[src/rtl/ctrl_flow_sequencer_if.sv]
// Decoder-to-sequencer instruction handshake: one decoded control instruction per vld/rdy transfer.
interface ctrl_flow_sequencer_if #(
   parameter int STACK_W = 28,
   parameter int ADDR_W  = 18,
   parameter int DEPTH_W = 8
);
   logic               instr_vld;
   logic               instr_rdy;
   logic [2:0]         instr_op;
   logic [DEPTH_W-1:0] instr_depth;
   logic [STACK_W-1:0] instr_frame;
   logic [ADDR_W-1:0]  instr_target;

   modport master (
      output instr_vld, instr_op, instr_depth, instr_frame, instr_target,
      input  instr_rdy
   );

   modport slave (
      input  instr_vld, instr_op, instr_depth, instr_frame, instr_target,
      output instr_rdy
   );
endinterface

[src/rtl/ctrl_flow_sequencer.sv]
// WASM structured-control-flow sequencer driving the control stack; optional
// overflow/underflow guarding is enabled with CTRL_SEQ_GUARD_EN.
//
// state    | meaning
// S_IDLE   | ready, waiting for an instruction
// S_EXEC   | single-cycle push/call/end/return/br0/illegal
// S_BR_POP | popping the N intermediate frames of br N
// S_BR_TGT | resolving the br target frame (loop keeps it, others pop it)
module ctrl_flow_sequencer #(
   parameter int STACK_W   = 28,
   parameter int ADDR_W    = 18,
   parameter int DEPTH_W   = 8,
   parameter int LOG_DEPTH = 5,
   parameter int FUNC_MAX  = 16
) (
   input  logic                    clk,
   input  logic                    rst_n,
   ctrl_flow_sequencer_if.slave    instr_if,
   output logic                    cs_shift_vld,
   output logic                    cs_push,
   output logic                    cs_pop,
   output logic                    cs_retu,
   output logic                    cs_function_call,
   output logic [STACK_W-1:0]      cs_push_data,
   input  logic [STACK_W-1:0]      cs_top_data,
   output logic                    jump_vld,
   output logic [ADDR_W-1:0]       jump_addr,
   output logic                    busy,
   output logic                    err,
   output logic [LOG_DEPTH:0]      occupancy
);
   localparam int OCC_W = LOG_DEPTH + 1;
   localparam int IDX_W = $clog2(FUNC_MAX);
   localparam int PTR_W = IDX_W + 1;
   localparam logic [OCC_W-1:0] OCC_FULL = OCC_W'(1 << LOG_DEPTH);
   localparam logic [PTR_W-1:0] PTR_FULL = PTR_W'(FUNC_MAX);
   localparam logic [OCC_W-1:0] OCC_ONE  = OCC_W'(1);
   localparam logic [PTR_W-1:0] PTR_ONE  = PTR_W'(1);

   localparam logic [2:0] OP_PUSH = 3'd0;
   localparam logic [2:0] OP_CALL = 3'd1;
   localparam logic [2:0] OP_END  = 3'd2;
   localparam logic [2:0] OP_BR   = 3'd3;
   localparam logic [2:0] OP_RET  = 3'd4;

   typedef enum logic [1:0] {S_IDLE, S_EXEC, S_BR_POP, S_BR_TGT} state_t;

   state_t               state_q, state_d;
   logic [2:0]           op_q, op_d;
   logic [STACK_W-1:0]   frame_q, frame_d;
   logic [ADDR_W-1:0]    target_q, target_d;
   logic [DEPTH_W-1:0]   cnt_q, cnt_d;
   logic                 bad_q, bad_d;
   logic [OCC_W-1:0]     occ_q, occ_d;
   logic [PTR_W-1:0]     ptr_q, ptr_d;
   logic [OCC_W-1:0]     call_base_q [FUNC_MAX];
   logic [OCC_W-1:0]     call_base_d [FUNC_MAX];
   logic                 err_q, err_d;
   logic                 jump_vld_q, jump_vld_d;
   logic [ADDR_W-1:0]    jump_addr_q, jump_addr_d;

   logic                 viol_in;
   logic                 br_tgt;
   logic [1:0]           top_type;
   logic [ADDR_W-1:0]    top_addr;
   logic [PTR_W-1:0]     ptr_m1;
   logic                 unused_top;

   assign top_type   = cs_top_data[STACK_W-1 -: 2];
   assign top_addr   = cs_top_data[ADDR_W-1:0];
   assign unused_top = ^cs_top_data[STACK_W-3:ADDR_W];
   assign ptr_m1     = ptr_q - PTR_ONE;

   assign busy      = (state_q != S_IDLE);
   assign err       = err_q;
   assign jump_vld  = jump_vld_q;
   assign jump_addr = jump_addr_q;
   assign occupancy = occ_q;

   // Guard decision is taken on the incoming instruction so a rejected br never enters S_BR_POP.
   always_comb begin
      viol_in = 1'b0;
`ifdef CTRL_SEQ_GUARD_EN
      case (instr_if.instr_op)
         OP_PUSH: viol_in = (occ_q == OCC_FULL);
         OP_CALL: viol_in = (occ_q == OCC_FULL) || (ptr_q == PTR_FULL);
         OP_END:  viol_in = (occ_q == '0);
         OP_BR:   viol_in = (32'(occ_q) <= 32'(instr_if.instr_depth));
         OP_RET:  viol_in = (occ_q == '0) || (ptr_q == '0);
         default: viol_in = 1'b0;
      endcase
`endif
   end

   always_comb begin
      state_d          = state_q;
      op_d             = op_q;
      frame_d          = frame_q;
      target_d         = target_q;
      cnt_d            = cnt_q;
      bad_d            = bad_q;
      occ_d            = occ_q;
      ptr_d            = ptr_q;
      call_base_d      = call_base_q;
      err_d            = err_q;
      jump_vld_d       = 1'b0;
      jump_addr_d      = jump_addr_q;
      cs_shift_vld     = 1'b0;
      cs_push          = 1'b0;
      cs_pop           = 1'b0;
      cs_retu          = 1'b0;
      cs_function_call = 1'b0;
      cs_push_data     = '0;
      instr_if.instr_rdy = 1'b0;
      br_tgt           = 1'b0;

      case (state_q)
         S_IDLE: begin
            instr_if.instr_rdy = 1'b1;
            if (instr_if.instr_vld) begin
               op_d     = instr_if.instr_op;
               frame_d  = instr_if.instr_frame;
               target_d = instr_if.instr_target;
               cnt_d    = instr_if.instr_depth;
               bad_d    = viol_in;
               if (instr_if.instr_op == OP_BR && instr_if.instr_depth != '0 && !viol_in)
                  state_d = S_BR_POP;
               else
                  state_d = S_EXEC;
            end
         end
         S_EXEC: begin
            state_d = S_IDLE;
            if (bad_q) begin
               err_d = 1'b1;
            end else begin
               case (op_q)
                  OP_PUSH: begin
                     cs_shift_vld = 1'b1;
                     cs_push      = 1'b1;
                     cs_push_data = frame_q;
                     occ_d        = occ_q + OCC_ONE;
                  end
                  OP_CALL: begin
                     cs_shift_vld     = 1'b1;
                     cs_push          = 1'b1;
                     cs_function_call = 1'b1;
                     cs_push_data     = frame_q;
                     call_base_d[ptr_q[IDX_W-1:0]] = occ_q;
                     ptr_d            = ptr_q + PTR_ONE;
                     occ_d            = occ_q + OCC_ONE;
                  end
                  OP_END: begin
                     cs_shift_vld = 1'b1;
                     cs_pop       = 1'b1;
                     occ_d        = occ_q - OCC_ONE;
                     if (top_type == 2'b01) begin
                        ptr_d       = ptr_m1;
                        jump_vld_d  = 1'b1;
                        jump_addr_d = top_addr;
                     end
                  end
                  OP_RET: begin
                     cs_shift_vld = 1'b1;
                     cs_retu      = 1'b1;
                     cs_pop       = 1'b1;
                     occ_d        = call_base_q[ptr_m1[IDX_W-1:0]];
                     ptr_d        = ptr_m1;
                     jump_vld_d   = 1'b1;
                     jump_addr_d  = top_addr;
                  end
                  OP_BR:   br_tgt = 1'b1;
                  default: err_d  = 1'b1;
               endcase
            end
         end
         S_BR_POP: begin
            cs_shift_vld = 1'b1;
            cs_pop       = 1'b1;
            occ_d        = occ_q - OCC_ONE;
            cnt_d        = cnt_q - DEPTH_W'(1);
            if (cnt_q == DEPTH_W'(1))
               state_d = S_BR_TGT;
         end
         S_BR_TGT: begin
            br_tgt  = 1'b1;
            state_d = S_IDLE;
         end
         default: state_d = S_IDLE;
      endcase

      // A loop target re-enters the loop and keeps its frame; block/if exit past their end.
      if (br_tgt) begin
         jump_vld_d = 1'b1;
         if (top_type == 2'b11) begin
            jump_addr_d = top_addr;
         end else begin
            cs_shift_vld = 1'b1;
            cs_pop       = 1'b1;
            occ_d        = occ_q - OCC_ONE;
            jump_addr_d  = target_q;
         end
      end
   end

   always_ff @(posedge clk) begin
      if (!rst_n) begin
         state_q     <= S_IDLE;
         op_q        <= '0;
         frame_q     <= '0;
         target_q    <= '0;
         cnt_q       <= '0;
         bad_q       <= 1'b0;
         occ_q       <= '0;
         ptr_q       <= '0;
         call_base_q <= '{default: '0};
         err_q       <= 1'b0;
         jump_vld_q  <= 1'b0;
         jump_addr_q <= '0;
      end else begin
         state_q     <= state_d;
         op_q        <= op_d;
         frame_q     <= frame_d;
         target_q    <= target_d;
         cnt_q       <= cnt_d;
         bad_q       <= bad_d;
         occ_q       <= occ_d;
         ptr_q       <= ptr_d;
         call_base_q <= call_base_d;
         err_q       <= err_d;
         jump_vld_q  <= jump_vld_d;
         jump_addr_q <= jump_addr_d;
      end
   end
endmodule

[src/flat_wrapper.sv]
// flat-port wrapper written by rule: the top's interface ports become plain ports
module ctrl_flow_sequencer_flat 
#(
   parameter int STACK_W   = 28,
   parameter int ADDR_W    = 18,
   parameter int DEPTH_W   = 8,
   parameter int LOG_DEPTH = 5,
   parameter int FUNC_MAX  = 16
)
  (clk, rst_n, cs_shift_vld, cs_push, cs_pop, cs_retu, cs_function_call, cs_push_data, cs_top_data, jump_vld, jump_addr, busy, err, occupancy, instr_if_instr_vld, instr_if_instr_op, instr_if_instr_depth, instr_if_instr_frame, instr_if_instr_target, instr_if_instr_rdy);
  ctrl_flow_sequencer_if #(.STACK_W(STACK_W), .ADDR_W(ADDR_W), .DEPTH_W(DEPTH_W)) instr_if_i ();
  input  logic clk;
  input  logic rst_n;
  output logic cs_shift_vld;
  output logic cs_push;
  output logic cs_pop;
  output logic cs_retu;
  output logic cs_function_call;
  output logic [STACK_W-1:0] cs_push_data;
  input  logic [STACK_W-1:0] cs_top_data;
  output logic jump_vld;
  output logic [ADDR_W-1:0] jump_addr;
  output logic busy;
  output logic err;
  output logic [LOG_DEPTH:0] occupancy;
  input wire logic [$bits(instr_if_i.instr_vld)-1:0] instr_if_instr_vld;
  input wire logic [$bits(instr_if_i.instr_op)-1:0] instr_if_instr_op;
  input wire logic [$bits(instr_if_i.instr_depth)-1:0] instr_if_instr_depth;
  input wire logic [$bits(instr_if_i.instr_frame)-1:0] instr_if_instr_frame;
  input wire logic [$bits(instr_if_i.instr_target)-1:0] instr_if_instr_target;
  output wire logic [$bits(instr_if_i.instr_rdy)-1:0] instr_if_instr_rdy;
  assign instr_if_i.instr_vld = instr_if_instr_vld;
  assign instr_if_i.instr_op = instr_if_instr_op;
  assign instr_if_i.instr_depth = instr_if_instr_depth;
  assign instr_if_i.instr_frame = instr_if_instr_frame;
  assign instr_if_i.instr_target = instr_if_instr_target;
  assign instr_if_instr_rdy = instr_if_i.instr_rdy;
  ctrl_flow_sequencer #(.STACK_W(STACK_W), .ADDR_W(ADDR_W), .DEPTH_W(DEPTH_W), .LOG_DEPTH(LOG_DEPTH), .FUNC_MAX(FUNC_MAX)) u_core (.clk(clk), .rst_n(rst_n), .instr_if(instr_if_i), .cs_shift_vld(cs_shift_vld), .cs_push(cs_push), .cs_pop(cs_pop), .cs_retu(cs_retu), .cs_function_call(cs_function_call), .cs_push_data(cs_push_data), .cs_top_data(cs_top_data), .jump_vld(jump_vld), .jump_addr(jump_addr), .busy(busy), .err(err), .occupancy(occupancy));
endmodule
[config.mk]
export PLATFORM = sky130hd
export DESIGN_NAME = ctrl_flow_sequencer_flat
export DESIGN_NICKNAME = d
export VERILOG_FILES = /design/src/rtl/ctrl_flow_sequencer_if.sv /design/src/rtl/ctrl_flow_sequencer.sv /design/src/flat_wrapper.sv
export SDC_FILE = /design/constraint.sdc
export NUM_CORES = 1
export LEC_CHECK = 0
export ABC_AREA = 1
export CAP_MARGIN = 0
export CORE_UTILIZATION = 48
export DETAILED_ROUTE_END_ITERATION = 6
export HOLD_SLACK_MARGIN = 0.05
export PLACE_DENSITY = 0.76
export REMOVE_ABC_BUFFERS = 1
export SYNTH_ARGS = -nofsm -noshare
export SYNTH_HDL_FRONTEND = slang
export SYNTH_SLANG_ARGS = --single-unit
[constraint.sdc]
create_clock -name clk -period 2.35 [get_ports clk]
set_clock_uncertainty 0.15 [all_clocks]
set_input_delay 0.3525 -clock clk [delete_from_list [all_inputs] [get_ports clk]]
set_output_delay 0.3525 -clock clk [all_outputs]
set_load 0.1 [all_outputs]
==> Word level (Yosys, flattened, before mapping) <==
Index checks and enable logic that the tools add are counted.
{ "word_totals": {"reg_bits": 186, "latchBits": 0, "mem_bits_rw": 0, "rom_bits": 0, "input_bits": 88, "out_inout_bits": 61, "word_cells": 121, "memories": 0} }
{ "classes": {"n_addsub": 5, "n_mul": 0, "n_div": 0, "magnitude_cmp": 3, "eq_ne": 15, "n_shift": 0, "muxes": 47, "bitwise": 3, "n_reduce_logical": 22} }
{ "ops": {"columns": ["cell", "count"], "rows": [
  ["$bwmux 96", 1],
  ["$mux 18", 4],
  ["$mux 28", 2],
  ["$pmux 18 s2", 1],
  ["$mux 6", 5],
  ["$bmux 6 s4", 1],
  ["$demux 6 s4", 1],
  ["$mux 1", 18],
  ["$pmux 6 s3", 1],
  ["$pmux 8 s2", 1],
  ["$pmux 5 s3", 1],
  ["$pmux 6 s2", 1],
  ["$ge 5x5->1 const B", 2],
  ["$not 4->5", 2],
  ["$reduce_and 2->1", 5],
  ["$eq 3x2->1 const B", 3],
  ["$eq 8x1->1 const B", 1],
  ["$mux 8", 1],
  ["$pmux 1 s2", 4],
  ["$reduce_bool 8->1", 1],
  ["$sub 8x1->8 const B", 1],
  ["$add 6x1->6 const B", 1],
  ["$eq 2x2->1 const B", 3],
  ["$mux 2", 3],
  ["other kinds (22)", 31]
]} }

==> Longest topological paths before layout <==
{ "logic_depth": {"word_depth": 9, "depth_mapped": 15, "mapped_depth_nobuf": 13} }

==> Least setup slack after synthesis <==
OpenSTA, ideal clock, no wires.
{ "synth_timing": {"kind": "register to output", "from": "reg u_core.state_q[0]", "to": "out cs_shift_vld", "arrival_ns": 3.159, "required_ns": 1.847, "path_slack_ns": -1.312, "path_stages_with_launch": 6, "path_buffers": 1, "path_cell_list": "dfxtp_1 inv_1 ha_1 clkbuf_1 inv_1 o21ai_0"} }
{ "synth_via": {"elab_chain_cells": 4, "elab_cells_between_ends": 7, "classes_between": "eq/ne (3); mux (4)"} }
{ "synth_lines": {"columns": ["element", "line", "source"], "rows": [
  ["from (decl)", "ctrl_flow_sequencer.sv:48", "state_t state_q, state_d;"],
  ["from (signal assigned)", "ctrl_flow_sequencer.sv:221", "state_q <= state_d;"],
  ["$eq 2x2->1 or $eq 2x1->1 (tied branches)", "ctrl_flow_sequencer.sv:117", "case (state_q)"],
  ["$pmux 1 s2", "ctrl_flow_sequencer.sv:117", null],
  ["$mux 1", "ctrl_flow_sequencer.sv:195", "if (top_type == 2'b11) begin"],
  ["$mux 1 (*)", "ctrl_flow_sequencer.sv:193", "if (br_tgt) begin"],
  ["to (decl)", "flat_wrapper.sv:14", "output logic cs_shift_vld;"]
]} }
Mark *: on every way between the ends. The rest lies on a longest branch, timed or not.

==> Worst setup path in the final report <==
{ "layout_timing": {"from": "reg u_core.op_q[0]", "to": "out cs_push_data[19]"} }
{ "layout_via": {"elab_chain_cells": 4, "elab_cells_between_ends": 5, "classes_between": "eq/ne (1); mux (2); reduce/logical (2)"} }
{ "layout_lines": {"columns": ["element", "line", "source"], "rows": [
  ["from (decl)", "ctrl_flow_sequencer.sv:49", "logic [2:0] op_q, op_d;"],
  ["from (signal assigned)", "ctrl_flow_sequencer.sv:222", "op_q <= op_d;"],
  ["$eq 3x1->1 or $logic_not 3->1 (tied branches)", "ctrl_flow_sequencer.sv:137", "case (op_q)"],
  ["$reduce_or 2->1 (no source line) (*)", null, null],
  ["$mux 28 (*)", "ctrl_flow_sequencer.sv:137", null],
  ["$mux 28 (*)", "ctrl_flow_sequencer.sv:117", null],
  ["to (decl)", "flat_wrapper.sv:19", "output logic [STACK_W-1:0] cs_push_data;"]
]} }
Marked as above.

==> results_dict.tcl <==
set metrics [dict create \
    async_flop_share_pct 0 \
    end_kind "output pin" \
    worstSetupStartpoint "u_core.op_q[0]$_SDFFE_PN0P_" \
    detail_route.vias_per_cell 5.52 \
    track_usage_pct 27.7 \
    cp-start-kind "flop" \
    clkSinkCount 185 \
    synth_edf_count 0 \
    hold_buffers 0 \
    vias 8728 \
    post-route-period-util_pct 99.2 \
    crit_type "reg -> out" \
    power_density_mw_per_mm2 1310 \
    cp_cell_sequence "inv_4 > nand2_1 > o21ai_4 > buf_12 > buf_12 > nand2_1 > nor2_2 > buf_12" \
    numPortBuffers 140 \
    max_freq_mhz 429 \
    netlist_instances 1231 \
    synth_area_per_cell_um2 7.08 \
    die_w_um 137 \
    max_stage_delay_ps 350 \
    cts-root-buf "clkbuf_16" \
    setup_viol 0 \
    worst-endpoint-required_ps 1850 \
    htree_levels 4 \
    final_net_count 1447 \
    grt_start_max_net_pins 118 \
    synth_common_cells "230 x nand2_1, 185 x dfxtp_1, 153 x nor2_1, 137 x a21oi_1, 121 x o21ai_0" \
    period_minus_slack_ps 2330 \
    cp_top_family "buffers and inverters" \
    synth_top_cell_area_share_pct 42.5 \
    dp_cells 1540 \
    pin_count 149 \
    clk_latency_ps 430 \
    placed_cell_area_mm2 0.0105 \
    synth.yosys.seq_area_share_pct 42.5 \
    wirelength_mm 25.4 \
    grt_pass1_wl_mm 40.2 \
    final.setup.tns_ps 0 \
    r2r_slack_ps 180 \
    cp_max_fo 11 \
    leakage_nw 4.60 \
    syn2layout_area_growth_pct 32.0 \
    slowest_stage "dfxtp_2" \
    overflow 0 \
    diodes 0 \
    synth_top_flop_cell "dfxtp_1" \
    crit_arrival_ps 1830 \
    maxSlewViolCount 0 \
    antenna_found_initial 0 \
    relSlewSlack_pct 66.3 \
    cts_tree "built" \
    dp_slack_ps 199 \
    synth-seq-cells 185 \
    instances_no_fill 1582 \
    synth.area.top_cells "dfxtp_1 43%, nand2_1 9.9%, a21oi_1 7.9%, o21ai_0 7.0%, nor2_1 6.6%" \
    ir_worst_vdd_mv 1.12 \
    wl_per_cell_um 16.0 \
    ys_warn_count 0 \
    dieArea_mm2 0.0187 \
    placementRows 48 \
    synth_cell_types 40 \
    worstMarginPinSlew_ps 506 \
    die_y_um 137 \
    path_clk_slew_ps 70 \
    hold_depth 3 \
    antenna_left 0 \
    drive_gt1_share_pct 16.9 \
    reg2reg_depth 8 \
    initial_utilization_pct 49.7 \
    drt_iter0_drc 715 \
    finalHoldViolations 0 \
    critPathBufInv 4 \
    r2r_start "u_core.ptr_q[0]$_SDFFE_PN0P_" \
    timing.final.ws_setup_ps 17.8 \
    yosysMostFrequentCell "nand2_1" \
    first_pass_iters 5 \
    drc 0 \
    path_common_cell "buf_12" \
    core_region_area_mm2 0.0175 \
    finalWeightedCongestion 0.886 \
    netlist_area_mm2 0.00871 \
    r2r_end "u_core.call_base_q[73]$_SDFFE_PN0P_" \
    drv_cap 0 \
    cts_max_path_buffers 2 \
    hp-class "in -> reg" \
    fin_util_pct 65.6 \
    synth_top_area_cell "dfxtp_1" \
    dpl.hpwl_mm 16.3 \
    hold_end "u_core.cnt_q[5]$_SDFFE_PN0P_" \
    stdcell_area_mm2 0.0115 \
    hold_start "rst_n" \
    grt_pass1_vias 8206 \
    status "finished, final reports clean" \
    numCtsBuffers 17 \
]
[cell usage in the layout (no fill, tap or decap), drive strengths merged, types with 2 or more instances in the layout]
master	netlist	final
xor2	4	4
clkdlybuf4s50	0	78
bufinv	0	6
nand2	236	236
nand4	4	4
ha	13	13
a31oi	21	21
dfxtp	185	185
clkbuf	40	20
a21oi	138	138
clkinv	4	5
or2	2	2
buf	52	108
nand3	108	108
nor2	170	170
inv	46	51
nor4	2	2
a211oi	3	3
nor3	6	6
o21ai	192	192
[registers in the layout, summed over array words and instances, names as in the netlist]
name                count
u_core.state_q          2
u_core.jump_vld         1
u_core.err              1
u_core.ptr_q            4
u_core.occupancy        6
u_core.frame_q         28
u_core.call_base_q     96
u_core.cnt_q            8
u_core.op_q             3
u_core.target_q        18
u_core.jump_addr       18
[timing repair]
action                                  CTS  global route
cloned                                    0             2
resized for setup                        27            33
buffers inserted                          4             6
endpoints found under the setup margin   32            34
pin swaps                                 2             6
[cells by family after synthesis]
logic type,Yosys count,share of synthesized area [%]
AO/OA/AOI/OAI,357,21.3
XOR/XNOR,5,0.503
adder cells (fa/ha/maj),13,1.87
buffers and inverters,142,7.54
flip-flops,185,42.5
AND/OR/NAND/NOR,529,26.3
[how the worst max path moves through the flow]
stage	slack (ps)	cells past startpoint	to
detailed placement	200	7	cs_push
global route	-40	8	cs_push_data[19]
floorplan	-1550	8	u_core.cnt_q[7]$_SDFFE_PN0P_
global placement	200	7	cs_push
finish	20	8	cs_push_data[19]
CTS	-40	7	cs_push_data[13]
[worst reg2reg max path, cell delays in order, from the launching register on]
cell and delay (ps):
dfxtp_1 390, buf_6 250, ha_1 220, inv_1 90, nor3_2 240, inv_2 150, nor2_4 240, o21ai_0 180
a21oi_1 180
[area by class of cell]
type,count,area (µm²)
sequential,185,3710
multi-input combinational,904,4490
inverter,50,205
fill,1467,6030
timing repair buffer,188,2150
clock inverter,12,235
clock buffer,18,439
tap,225,282
[where the power goes]
group	total, W	internal (W)	switching, W
sequential	0.00407	0.00366	0.000401
combinational	0.00769	0.00235	0.00533
clock	0.00332	0.00204	0.00128
total	0.0151	0.00806	0.00701
[metal layers]
layer	vias to the layer above	wire length [µm]	track usage, %
li1	4353	-	-
met1	4001	10400	32.2
met2	331	12000	46.2
met3	43	2320	9.81
met4	0	679	10.7
met5	-	0	0
[through the flow]
| stage | hold slack, ps | total power (W) |
|---|---|---|
| finish | 268 | 0.0151 |
| global route | 276 | 0.0158 |
| CTS | 250 | 0.0147 |
| detailed placement | 318 | 0.0113 |
| global placement | 309 | 0.0112 |
| floorplan | 295 | 0.00885 |
Note: power is estimated with default switching activity, not from simulation.
